===== src/rtl/model_table_if.sv =====
// Descriptor-stream handshake between the DPR and model_table.
// MT_SAMPLE_EN adds the asn_done sideband used for DONE beats.
interface model_table_if #(
    parameter int OPC_W    = 8,
    parameter int HANDLE_W = 32
);
    logic                valid;
    logic                ready;
    logic [2:0]          field;
    logic [OPC_W-1:0]    opcode;
    logic [HANDLE_W-1:0] handle;
`ifdef MT_SAMPLE_EN
    logic                done;

    modport master (
        output valid, field, opcode, handle, done,
        input  ready
    );
    modport slave (
        input  valid, field, opcode, handle, done,
        output ready
    );
`else
    modport master (
        output valid, field, opcode, handle,
        input  ready
    );
    modport slave (
        input  valid, field, opcode, handle,
        output ready
    );
`endif
endinterface


===== src/rtl/model_table.sv =====
// Model/layer descriptor table with field-order checking and a read port.
// Optional MT_SAMPLE_EN: SAMPLE field (code 7), sideband DONE, sample_ptr.
module model_table #(
    parameter int               NUM_LAYERS  = 16,
    parameter int               HANDLE_W    = 32,
    parameter int               OPC_W       = 8,
    parameter logic [OPC_W-1:0] FLATTEN_OPC = 8'd3
) (
    input  logic                          clk,
    input  logic                          rst,
    input  logic                          i_clear,
    model_table_if.slave                  asn,
    output logic                          o_asn_err,
    output logic [HANDLE_W-1:0]           o_model_ptr,
    output logic [$clog2(NUM_LAYERS):0]   o_num_layers,
    output logic                          o_assigned,
`ifdef MT_SAMPLE_EN
    output logic [HANDLE_W-1:0]           o_sample_ptr,
`endif
    input  logic                          i_rd_en,
    input  logic [$clog2(NUM_LAYERS)-1:0] i_rd_layer,
    output logic                          o_rd_valid,
    output logic                          o_rd_hit,
    output logic [OPC_W-1:0]              o_rd_opcode,
    output logic [HANDLE_W-1:0]           o_rd_scratch,
    output logic [HANDLE_W-1:0]           o_rd_weight,
    output logic [HANDLE_W-1:0]           o_rd_wgrad,
    output logic [HANDLE_W-1:0]           o_rd_bias,
    output logic [HANDLE_W-1:0]           o_rd_bgrad
);
    localparam int IDX_W = $clog2(NUM_LAYERS);
    localparam int CNT_W = IDX_W + 1;

    typedef enum logic [3:0] {
        S_UNASSIGNED,
`ifdef MT_SAMPLE_EN
        S_EXP_SAMPLE,
`endif
        S_EXP_LAYER,
        S_EXP_SCRATCH,
        S_EXP_WEIGHT,
        S_EXP_WGRAD,
        S_EXP_BIAS,
        S_EXP_BGRAD,
        S_LAYER_END,
        S_ASSIGNED
    } state_t;

    state_t              r_state;
    state_t              w_next;
    logic [CNT_W-1:0]    r_num;
    logic [HANDLE_W-1:0] r_model;
    logic                r_err;

    logic [OPC_W-1:0]    r_opc [NUM_LAYERS];
    logic [HANDLE_W-1:0] r_scr [NUM_LAYERS];
    logic [HANDLE_W-1:0] r_wgt [NUM_LAYERS];
    logic [HANDLE_W-1:0] r_wgr [NUM_LAYERS];
    logic [HANDLE_W-1:0] r_bia [NUM_LAYERS];
    logic [HANDLE_W-1:0] r_bgr [NUM_LAYERS];

    logic                r_rd_valid;
    logic                r_rd_hit;
    logic [OPC_W-1:0]    r_rd_opc;
    logic [HANDLE_W-1:0] r_rd_scr;
    logic [HANDLE_W-1:0] r_rd_wgt;
    logic [HANDLE_W-1:0] r_rd_wgr;
    logic [HANDLE_W-1:0] r_rd_bia;
    logic [HANDLE_W-1:0] r_rd_bgr;

    logic                w_ready;
    logic                w_fire;
    logic                w_done;
    logic [6:0]          w_f;
    logic [IDX_W-1:0]    w_idx;
    logic                w_full;
    logic                w_rd_hit;
    logic                w_err;
    logic                w_we_layer;
    logic [4:0]          w_we_h;
    logic                w_inc;
    logic                w_ld_model;

`ifdef MT_SAMPLE_EN
    logic                w_sample;
    logic                w_ld_sample;
    logic [HANDLE_W-1:0] r_sample;

    assign w_done   = asn.done;
    assign w_sample = !asn.done && (asn.field == 3'd7);
`else
    assign w_done   = (asn.field == 3'd7);
`endif

    // One-hot field decode; a DONE beat never matches a data field
    assign w_f      = w_done ? 7'b0 : 7'(8'b1 << asn.field);
    assign w_ready  = (r_state != S_ASSIGNED);
    assign w_fire   = asn.valid && w_ready && !i_clear && !rst;
    assign w_idx    = r_num[IDX_W-1:0];
    assign w_full   = (r_num == CNT_W'(NUM_LAYERS));
    assign w_rd_hit = ({1'b0, i_rd_layer} < r_num);

    always_comb begin
        w_next      = r_state;
        w_err       = 1'b0;
        w_we_layer  = 1'b0;
        w_we_h      = 5'b0;
        w_inc       = 1'b0;
        w_ld_model  = 1'b0;
`ifdef MT_SAMPLE_EN
        w_ld_sample = 1'b0;
`endif
        if (w_fire) begin
            case (r_state)
                S_UNASSIGNED: begin
                    if (w_f[0]) begin
                        w_ld_model = 1'b1;
`ifdef MT_SAMPLE_EN
                        w_next     = S_EXP_SAMPLE;
`else
                        w_next     = S_EXP_LAYER;
`endif
                    end else w_err = 1'b1;
                end
`ifdef MT_SAMPLE_EN
                S_EXP_SAMPLE: begin
                    if (w_sample) begin
                        w_ld_sample = 1'b1;
                        w_next      = S_EXP_LAYER;
                    end else w_err = 1'b1;
                end
`endif
                S_EXP_LAYER: begin
                    if (w_f[1]) begin
                        w_we_layer = 1'b1;
                        w_next     = S_EXP_SCRATCH;
                    end else w_err = 1'b1;
                end
                S_EXP_SCRATCH: begin
                    if (w_f[2]) begin
                        w_we_h[0] = 1'b1;
                        if (r_opc[w_idx] == FLATTEN_OPC) begin
                            w_inc  = 1'b1;
                            w_next = S_LAYER_END;
                        end else w_next = S_EXP_WEIGHT;
                    end else w_err = 1'b1;
                end
                S_EXP_WEIGHT: begin
                    if (w_f[3]) begin
                        w_we_h[1] = 1'b1;
                        w_next    = S_EXP_WGRAD;
                    end else w_err = 1'b1;
                end
                S_EXP_WGRAD: begin
                    if (w_f[4]) begin
                        w_we_h[2] = 1'b1;
                        w_next    = S_EXP_BIAS;
                    end else w_err = 1'b1;
                end
                S_EXP_BIAS: begin
                    if (w_f[5]) begin
                        w_we_h[3] = 1'b1;
                        w_next    = S_EXP_BGRAD;
                    end else w_err = 1'b1;
                end
                S_EXP_BGRAD: begin
                    if (w_f[6]) begin
                        w_we_h[4] = 1'b1;
                        w_inc     = 1'b1;
                        w_next    = S_LAYER_END;
                    end else w_err = 1'b1;
                end
                S_LAYER_END: begin
                    if (w_f[1] && !w_full) begin
                        w_we_layer = 1'b1;
                        w_next     = S_EXP_SCRATCH;
                    end else if (w_done) begin
                        w_next = S_ASSIGNED;
                    end else w_err = 1'b1;
                end
                default: w_next = r_state;
            endcase
        end
    end

    always_ff @(posedge clk) begin
        if (rst || i_clear) r_state <= S_UNASSIGNED;
        else                r_state <= w_next;
    end

    always_ff @(posedge clk) begin
        if (rst || i_clear) begin
            r_num   <= '0;
            r_model <= '0;
            r_err   <= 1'b0;
`ifdef MT_SAMPLE_EN
            r_sample <= '0;
`endif
        end else begin
            r_err <= w_err;
            if (w_inc)      r_num   <= r_num + 1'b1;
            if (w_ld_model) r_model <= asn.handle;
`ifdef MT_SAMPLE_EN
            if (w_ld_sample) r_sample <= asn.handle;
`endif
        end
    end

    // Table storage is not reset; entries >= r_num are never reported
    always_ff @(posedge clk) begin
        if (w_we_layer) begin
            r_opc[w_idx] <= asn.opcode;
            r_wgt[w_idx] <= '0;
            r_wgr[w_idx] <= '0;
            r_bia[w_idx] <= '0;
            r_bgr[w_idx] <= '0;
        end
        if (w_we_h[0]) r_scr[w_idx] <= asn.handle;
        if (w_we_h[1]) r_wgt[w_idx] <= asn.handle;
        if (w_we_h[2]) r_wgr[w_idx] <= asn.handle;
        if (w_we_h[3]) r_bia[w_idx] <= asn.handle;
        if (w_we_h[4]) r_bgr[w_idx] <= asn.handle;
    end

    always_ff @(posedge clk) begin
        if (rst || i_clear) begin
            r_rd_valid <= 1'b0;
            r_rd_hit   <= 1'b0;
            r_rd_opc   <= '0;
            r_rd_scr   <= '0;
            r_rd_wgt   <= '0;
            r_rd_wgr   <= '0;
            r_rd_bia   <= '0;
            r_rd_bgr   <= '0;
        end else begin
            r_rd_valid <= i_rd_en;
            if (i_rd_en) begin
                r_rd_hit <= w_rd_hit;
                r_rd_opc <= w_rd_hit ? r_opc[i_rd_layer] : '0;
                r_rd_scr <= w_rd_hit ? r_scr[i_rd_layer] : '0;
                r_rd_wgt <= w_rd_hit ? r_wgt[i_rd_layer] : '0;
                r_rd_wgr <= w_rd_hit ? r_wgr[i_rd_layer] : '0;
                r_rd_bia <= w_rd_hit ? r_bia[i_rd_layer] : '0;
                r_rd_bgr <= w_rd_hit ? r_bgr[i_rd_layer] : '0;
            end
        end
    end

    assign asn.ready    = w_ready;
    assign o_asn_err    = r_err;
    assign o_model_ptr  = r_model;
    assign o_num_layers = r_num;
    assign o_assigned   = (r_state == S_ASSIGNED);
`ifdef MT_SAMPLE_EN
    assign o_sample_ptr = r_sample;
`endif
    assign o_rd_valid   = r_rd_valid;
    assign o_rd_hit     = r_rd_hit;
    assign o_rd_opcode  = r_rd_opc;
    assign o_rd_scratch = r_rd_scr;
    assign o_rd_weight  = r_rd_wgt;
    assign o_rd_wgrad   = r_rd_wgr;
    assign o_rd_bias    = r_rd_bia;
    assign o_rd_bgrad   = r_rd_bgr;
endmodule

===== src/flat_wrapper.sv =====
// flat-port wrapper written by rule: the top's interface ports become plain ports
module model_table_flat 
#(
    parameter int               NUM_LAYERS  = 16,
    parameter int               HANDLE_W    = 32,
    parameter int               OPC_W       = 8,
    parameter logic [OPC_W-1:0] FLATTEN_OPC = 8'd3
)
  (clk, rst, i_clear, o_asn_err, o_model_ptr, o_num_layers, o_assigned, i_rd_en, i_rd_layer, o_rd_valid, o_rd_hit, o_rd_opcode, o_rd_scratch, o_rd_weight, o_rd_wgrad, o_rd_bias, o_rd_bgrad, asn_valid, asn_field, asn_opcode, asn_handle, asn_ready);
  model_table_if #(.OPC_W(OPC_W), .HANDLE_W(HANDLE_W)) asn_i ();
  input  logic clk;
  input  logic rst;
  input  logic i_clear;
  output logic o_asn_err;
  output logic [HANDLE_W-1:0] o_model_ptr;
  output logic [$clog2(NUM_LAYERS):0] o_num_layers;
  output logic o_assigned;
  input  logic i_rd_en;
  input  logic [$clog2(NUM_LAYERS)-1:0] i_rd_layer;
  output logic o_rd_valid;
  output logic o_rd_hit;
  output logic [OPC_W-1:0] o_rd_opcode;
  output logic [HANDLE_W-1:0] o_rd_scratch;
  output logic [HANDLE_W-1:0] o_rd_weight;
  output logic [HANDLE_W-1:0] o_rd_wgrad;
  output logic [HANDLE_W-1:0] o_rd_bias;
  output logic [HANDLE_W-1:0] o_rd_bgrad;
  input wire logic [$bits(asn_i.valid)-1:0] asn_valid;
  input wire logic [$bits(asn_i.field)-1:0] asn_field;
  input wire logic [$bits(asn_i.opcode)-1:0] asn_opcode;
  input wire logic [$bits(asn_i.handle)-1:0] asn_handle;
  output wire logic [$bits(asn_i.ready)-1:0] asn_ready;
  assign asn_i.valid = asn_valid;
  assign asn_i.field = asn_field;
  assign asn_i.opcode = asn_opcode;
  assign asn_i.handle = asn_handle;
  assign asn_ready = asn_i.ready;
  model_table #(.NUM_LAYERS(NUM_LAYERS), .HANDLE_W(HANDLE_W), .OPC_W(OPC_W), .FLATTEN_OPC(FLATTEN_OPC)) u_core (.clk(clk), .rst(rst), .i_clear(i_clear), .asn(asn_i), .o_asn_err(o_asn_err), .o_model_ptr(o_model_ptr), .o_num_layers(o_num_layers), .o_assigned(o_assigned), .i_rd_en(i_rd_en), .i_rd_layer(i_rd_layer), .o_rd_valid(o_rd_valid), .o_rd_hit(o_rd_hit), .o_rd_opcode(o_rd_opcode), .o_rd_scratch(o_rd_scratch), .o_rd_weight(o_rd_weight), .o_rd_wgrad(o_rd_wgrad), .o_rd_bias(o_rd_bias), .o_rd_bgrad(o_rd_bgrad));
endmodule

===== config.mk =====
export PLATFORM = sky130hd
export DESIGN_NAME = model_table_flat
export DESIGN_NICKNAME = d
export VERILOG_FILES = /design/src/rtl/model_table_if.sv /design/src/rtl/model_table.sv /design/src/flat_wrapper.sv
export SDC_FILE = /design/constraint.sdc
export NUM_CORES = 2
export LEC_CHECK = 0
export ABC_CLOCK_PERIOD_IN_PS = 8700
export CAP_MARGIN = 20
export CORE_UTILIZATION = 40
export DETAILED_ROUTE_END_ITERATION = 7
export DONT_BUFFER_PORTS = 1
export PLACE_DENSITY = 0.63
export SLEW_MARGIN = 20
export SYNTH_ARGS = -nofsm -noshare
export SYNTH_HDL_FRONTEND = slang
export SYNTH_SLANG_ARGS = --single-unit

===== constraint.sdc =====
create_clock -name clk -period 8.7 [get_ports clk]
set_clock_uncertainty 0.2 [all_clocks]
set_input_delay 0 -clock clk [delete_from_list [all_inputs] [get_ports clk]]
set_output_delay 0 -clock clk [all_outputs]
set_load 0.02 [all_outputs]

Yosys cells after proc, flatten, opt, wreduce, memory -nomap -nowiden --
Memory sizes are Yosys's and may differ from the RTL's. A register that Yosys moved wholly into a read port is not among the register bits. Cells that the tools add are included. Widths: inputs -> output; s select.
Operators by class: multiplexer cells 68, equal/unequal tests 20, reductions and logical operators 12, bitwise operators 5, shift operators 1, magnitude comparators 1, add/subtract/negate cells 1
Operator list (number):
- $mux 32 | 9
- $mux 4 | 11
- $mux 1 | 40
- $pmux 4 s8 | 1
- $eq 4x3->1 const B | 4
- $ne 2x1->1 const B | 7
- $reduce_and 10->1 | 1
- $eq 4x2->1 const B | 2
- $eq 8x2->1 const B | 1
- $mux 8 | 1
- $pmux 1 s8 | 1
- $reduce_bool 8->1 | 1
- $mux 7 | 1
- $shl 1x3->7 const A | 1
- $add 5x1->5 const B | 1
- $eq 5x5->1 const B | 1
- $lt 4x5->1 | 1
- $mux 5 | 1
- $eq 4x1->1 const B | 1
- $eq 4x4->1 const B | 1
- $logic_and 1x1->1 | 4
- $logic_not 4->1 | 1
- $ne 4x4->1 const B | 1
- $or 1x1->1 | 4
- other kinds (8) | 11
Storage, ports and cells: output and inout bits 210, RAM bits 2688, logic and storage cells 126, memories 6, register bits after elaboration 212, input bits 52
Memories:
- u_core.r_bgr | words 16, bits a word 32, rd ports 1, clocked after memory_dff 0, write ports 1, line model_table.sv:60 | logic [HANDLE_W-1:0] r_bgr [NUM_LAYERS];
- u_core.r_bia | words 16, bits a word 32, rd ports 1, clocked after memory_dff 0, write ports 1, line model_table.sv:59 | logic [HANDLE_W-1:0] r_bia [NUM_LAYERS];
- u_core.r_scr | words 16, bits a word 32, rd ports 1, clocked after memory_dff 0, write ports 1, line model_table.sv:56 | logic [HANDLE_W-1:0] r_scr [NUM_LAYERS];
- u_core.r_wgr | words 16, bits a word 32, rd ports 1, clocked after memory_dff 0, write ports 1, line model_table.sv:58 | logic [HANDLE_W-1:0] r_wgr [NUM_LAYERS];
- u_core.r_wgt | words 16, bits a word 32, rd ports 1, clocked after memory_dff 0, write ports 1, line model_table.sv:57 | logic [HANDLE_W-1:0] r_wgt [NUM_LAYERS];
- u_core.r_opc | words 16, bits a word 8, rd ports 2, clocked after memory_dff 1, write ports 1, line model_table.sv:55 | logic [OPC_W-1:0] r_opc [NUM_LAYERS];

Depth between registers and ports, before layout --
word-level depth 9, gate-level depth with buffers 10

Worst setup path before layout --
OpenSTA, ideal clock, no wires.
path type reg2reg, from register u_core.r_num[0] (netlist: u_core.o_num_layers[0]), to memory u_core.r_bgr[10][0] (enable), path buffers 3, required time 8079 ps, cell stages (with the launch flop) 11, data arrival time 3306 ps, path slack 4773 ps, cells stage by stage dfxtp_1 > inv_1 > ha_1 > nor4bb_1 > nor2_1 > o2111ai_1 > buf_2 > and2_1 > clkbuf_1 > buf_2 > nor2_1
On the way: cells in the longest elaborated chain, start to end 9
Ends and longest elaborated chain:
- from (decl) | line model_table.sv:51 | logic [CNT_W-1:0] r_num;
- from (signal assigned) | line model_table.sv:201 | if (w_inc) r_num <= r_num + 1'b1;
- $eq 5x5->1 | line model_table.sv:100 | assign w_full = (r_num == CNT_W'(NUM_LAYERS));
- $logic_not 1->1 | line model_table.sv:174 | if (w_f[1] && !w_full) begin
- $logic_and 1x1->1 | line model_table.sv:174
- $mux 1 | line model_table.sv:174
- $pmux 1 s2 | line model_table.sv:114 | case (r_state)
- $mux 1 | line model_table.sv:113 | if (w_fire) begin
- $mux 1 | line model_table.sv:211 | if (w_we_layer) begin
- $mux 1 (implied by the code) | line model_table.sv:216 | r_bgr[w_idx] <= '0;
- $or 1x1->1 (no source line)
- to (decl) | line model_table.sv:60
Parallel ways exist; a longest one is shown, timed or not.

Final worst setup path --
from register u_core.r_state[0], to register u_core.r_model[7] (netlist: u_core.o_model_ptr[7])
On the way: cells in the longest elaborated chain, start to end 5, elaborated cells on any way between the ends 7, classes of those cells eq/ne (1); mux (2); reduce/logical (4)
Ends and longest elaborated chain:
- from (decl) | line model_table.sv:49 | state_t r_state;
- from (signal assigned) | line model_table.sv:188 | else r_state <= w_next;
- $ne 4x4->1 | line model_table.sv:97 | assign w_ready = (r_state != S_ASSIGNED);
- $logic_and 1x1->1 (3 in series) | line model_table.sv:98 | assign w_fire = asn.valid && w_ready && !i_clear && !rst;
- $mux 1 (*) | line model_table.sv:113
- to (signal assigned) | line model_table.sv:202 | if (w_ld_model) r_model <= asn.handle;
- to (decl) | line model_table.sv:52 | logic [HANDLE_W-1:0] r_model;
Mark *: on every way between the ends. The rest lies on a longest branch, timed or not. A chain may end at the register's enable or synchronous reset.

==> results.json <==
{
  "crit_top_cell": "dlygate4sd3_1",
  "place.gp.congestion": 0.8137,
  "cts.sinks": 2904,
  "hold_path_end": "u_core.o_rd_wgrad[14]$_SDFFE_PP0P_",
  "fin_tns_setup_ps": 0,
  "finalInstanceArea_um2": 128400,
  "drtPass1Iterations": 6,
  "rsz0062_at_grt": "no",
  "cap_violations": 0,
  "intPower_mw": 22.73,
  "cts_setup_buffers": 0,
  "synth_area_um2": 111200,
  "p_leak_nw": 40.65,
  "root_buffer": "clkbuf_16",
  "avgSynthCellArea_um2": 21.74,
  "violations": "negative hold slack",
  "relSlewSlack_pct": 23.55,
  "arrival_ps": 5150,
  "io_buffer_count": 0,
  "reg2reg_from": "u_core.r_state[0]$_SDFFE_PP0P_",
  "synthFlopType": "edfxtp_1",
  "finalSetupViolCount": 0,
  "timing.final.crit_share_pct": 52.39,
  "dr.first_iter.drc_count": 7020,
  "worst_pin_slew_ps": 1143,
  "vias": 54760,
  "worstHoldPathType": "in2reg",
  "place.detailed.hpwl_um": 165900,
  "period_minus_slack_ps": 4558,
  "cp-start-kind": "flip-flop",
  "initial_core_util_pct": 40.21,
  "peakVddDrop_v": 0.0001325,
  "die_w_um": 529.2,
  "num_rows": 193,
  "clk_latency_ps": 900,
  "cts_tree": "done",
  "p_clk_share_pct": 44.1,
  "cts_resized": 0,
  "power_frac_comb_pct": 3.5,
  "critPathTopFamily": "simple AND/OR/NAND/NOR gates",
  "core_um2": 276500,
  "io_pins": 262,
  "final_cell_mix": "edfxtp_1, mux4_2, clkbuf_16, nand2_1, dfxtp_1",
  "rr_endpoint": "u_core.o_model_ptr[7]$_SDFFE_PP0P_",
  "yosysSeqAreaShare_pct": 76.49,
  "layout_commonest_cell": "edfxtp_1",
  "die_h_um": 529.2,
  "yosysWarnings": 0,
  "grt_usage_pct": 20.80,
  "slew_viol_final": 0,
  "switching_share_pct": 21.14,
  "r2r_setup_slack_ps": 4140,
  "fmax_mhz": 219.4,
  "synth_edf_count": 2688,
  "fin_nets": 5413,
  "yosys_register_bits": 2904,
  "status": "complete, but fails checks",
  "p_total_mw": 28.82,
  "fin_hold_ws_ps": -26.68,
  "switchingPower_mw": 6.092,
  "critPathMaxStageDelay_ps": 1150,
  "path_class": "reg2reg",
  "cp.required_ps": 9290,
  "yosysUniqueCellTypes": 68,
  "drive_gt1_share_pct": 27.39,
  "dieArea_um2": 280100,
  "numCtsBuffers": 304,
  "post-route-drc-count": 0,
  "holdPathStages": 5,
  "endpoint_kind": "flip-flop",
  "netlist_instances": 5115,
  "antenna_found_initial": 62,
  "dpl_cell_area_um2": 116200,
  "cp_slowest_cell": "dlygate4sd3_1",
  "path_cells": "or3_1 > dlygate4sd3_1 > nor4_1 > and2_2 > dlygate4sd3_1 > nand2_1 > a21oi_1",
  "worst-path-max-fanout": 27,
  "cts_max_level": 5,
  "vias_per_cell": 5.853,
  "cts.clk_slew.worst_paths_ps": 60,
  "clockBufferDepth": 4,
  "grt_max_degree": 316,
  "hold_viol": 2,
  "cellPowerDensity_nw_per_um2": 224.5,
  "seqPwrFrac_pct": 52.4,
  "routed_wl_um": 293500,
  "avgRoutedWirePerCell_um": 31.37,
  "crit_buf_inv": 2,
  "reg2regPathDepth": 7,
  "area.growth.synth_to_final_pct": 15.49,
  "synth.net_count": 5174,
  "final.fill_count": 22530,
  "grt_pass1_wl_um": 413200,
  "grt-ovfl-total": 0,
  "synthArstFlopShare_pct": 0,
  "hold_buffers": 144,
  "postRouteAntennaNets": 0,
  "grt_pass1_vias": 53850,
  "min_from": "i_rd_layer[1]"
}
==> power groups by stage <==
| stage | Sequential (mW) | Combinational, mW | Clock, mW |
|---|---|---|---|
| after floorplan | 15.4 | 0.557 | 0 |
| after global placement | 15.4 | 0.513 | 0 |
| after detailed placement | 15.4 | 0.617 | 0 |
| after CTS | 15.1 | 0.977 | 12.9 |
| after global routing | 15.1 | 1.05 | 13.4 |
| final | 15.1 | 1.01 | 12.7 |
==> stage by stage <==
| step | hold WS [ps] | worst slack (ps) | cells | utilization [%] |
|---|---|---|---|---|
| 2_1_floorplan | -101.1 | 4773 | 5115 | - |
| 3_3_place_gp | -93.05 | 4560 | 8562 | 41.79 |
| 5_1_grt | 7.333 | 3946 | 9320 | 46.41 |
| 6_report | -26.68 | 4142 | 9356 | 46.44 |
| 4_1_cts | 0.3948 | 4072 | 9284 | 46.23 |
| 3_5_place_dp | -92.89 | 4492 | 8588 | 42.04 |
==> cells in the mapped netlist (3+ instances only) <==
library cell / count / area, um2
nor4_1: 13 / 81.33
o31a_1: 3 / 26.28
buf_6: 15 / 168.9
o211ai_1: 173 / 1299
or3_1: 3 / 18.77
nor2b_1: 4 / 25.02
o21ai_0: 4 / 20.02
nand3_1: 11 / 55.05
nand2b_1: 3 / 18.77
a31oi_1: 3 / 18.77
buf_2: 93 / 465.5
ha_1: 7 / 87.58
edfxtp_1: 2688 / 80720
nor2_1: 113 / 424.2
inv_1: 9 / 33.78
a21oi_1: 206 / 1031
nor3_1: 10 / 50.05
nand4_1: 6 / 37.54
and2_1: 130 / 813.3
o22ai_1: 8 / 50.05
clkbuf_1: 195 / 732.0
o221ai_1: 4 / 35.03
or4_1: 9 / 67.56
buf_1: 24 / 90.09
or4bb_1: 3 / 33.78
dfxtp_1: 216 / 4324
nand2_1: 269 / 1010
mux4_2: 840 / 18920
==> layout make-up <==
type	count	area [um2]	area share (%)
inverter	10	45.04	0.03508
multi-input combinational	1873	25300	19.70
tap	3705	4636	3.610
antenna	51	127.6	0.09939
timing repair buffer	261	3531	2.750
sequential	2904	85050	66.23
clock inverter	180	1733	1.350
clock buffer	372	7988	6.221
==> routing by layer <==
layer,GRT usage (%),wire length [um],vias to the layer above
met1,30.64,121600,29490
met2,30.75,132200,2794
met3,4.834,30920,456
met5,0.4156,231,-
li1,-,-,22010
met4,6.070,8624,8
==> worst max-delay path by stage <==
stage | from | end | slack, ps | cells after the start
after floorplan | u_core.o_num_layers[0]$_SDFFE_PP0P_ | u_core.r_bgr[10][0]$_DFFE_PP_ | 4770 | 10
after CTS | u_core.r_state[0]$_SDFFE_PP0P_ | u_core.o_model_ptr[8]$_SDFFE_PP0P_ | 4070 | 7
final | u_core.r_state[0]$_SDFFE_PP0P_ | u_core.o_model_ptr[7]$_SDFFE_PP0P_ | 4140 | 7
after global placement | u_core.o_num_layers[0]$_SDFFE_PP0P_ | u_core.r_bgr[10][15]$_DFFE_PP_ | 4560 | 9
after global routing | u_core.r_state[0]$_SDFFE_PP0P_ | u_core.o_model_ptr[4]$_SDFFE_PP0P_ | 3950 | 7
after detailed placement | u_core.o_num_layers[0]$_SDFFE_PP0P_ | u_core.r_wgr[4][0]$_DFFE_PP_ | 4490 | 9
==> worst min-delay path, cell delays in order <==
cell and delay, ps:
buf_16 240, mux4_2 300, mux4_2 230, o211ai_1 90, a21oi_1 110
==> cells by family (layout without fill, tap and decap cells) <==
logic type               count (synthesis)  in the layout  share of synthesized area, %
multiplexers                           842            842                         17.03
AND/OR/NAND/NOR                        602            602                         2.645
XOR/XNOR                                 2              2                       0.01576
adder cells (fa/ha/maj)                  7              7                       0.07877
flip-flops                            2904           2904                         76.49
other                                    0             51                             0
buffers and inverters                  338            823                         1.356
AO/OA/AOI/OAI                          420            420                         2.380
==> flip-flops by register name (all words and copies together) (netlist names), 128 cells and up, named ones only <==
name          count
u_core.r_bgr    512
u_core.r_bia    512
u_core.r_scr    512
u_core.r_wgr    512
u_core.r_wgt    512
u_core.r_opc    128
Power figures use the tool's default switching activity.
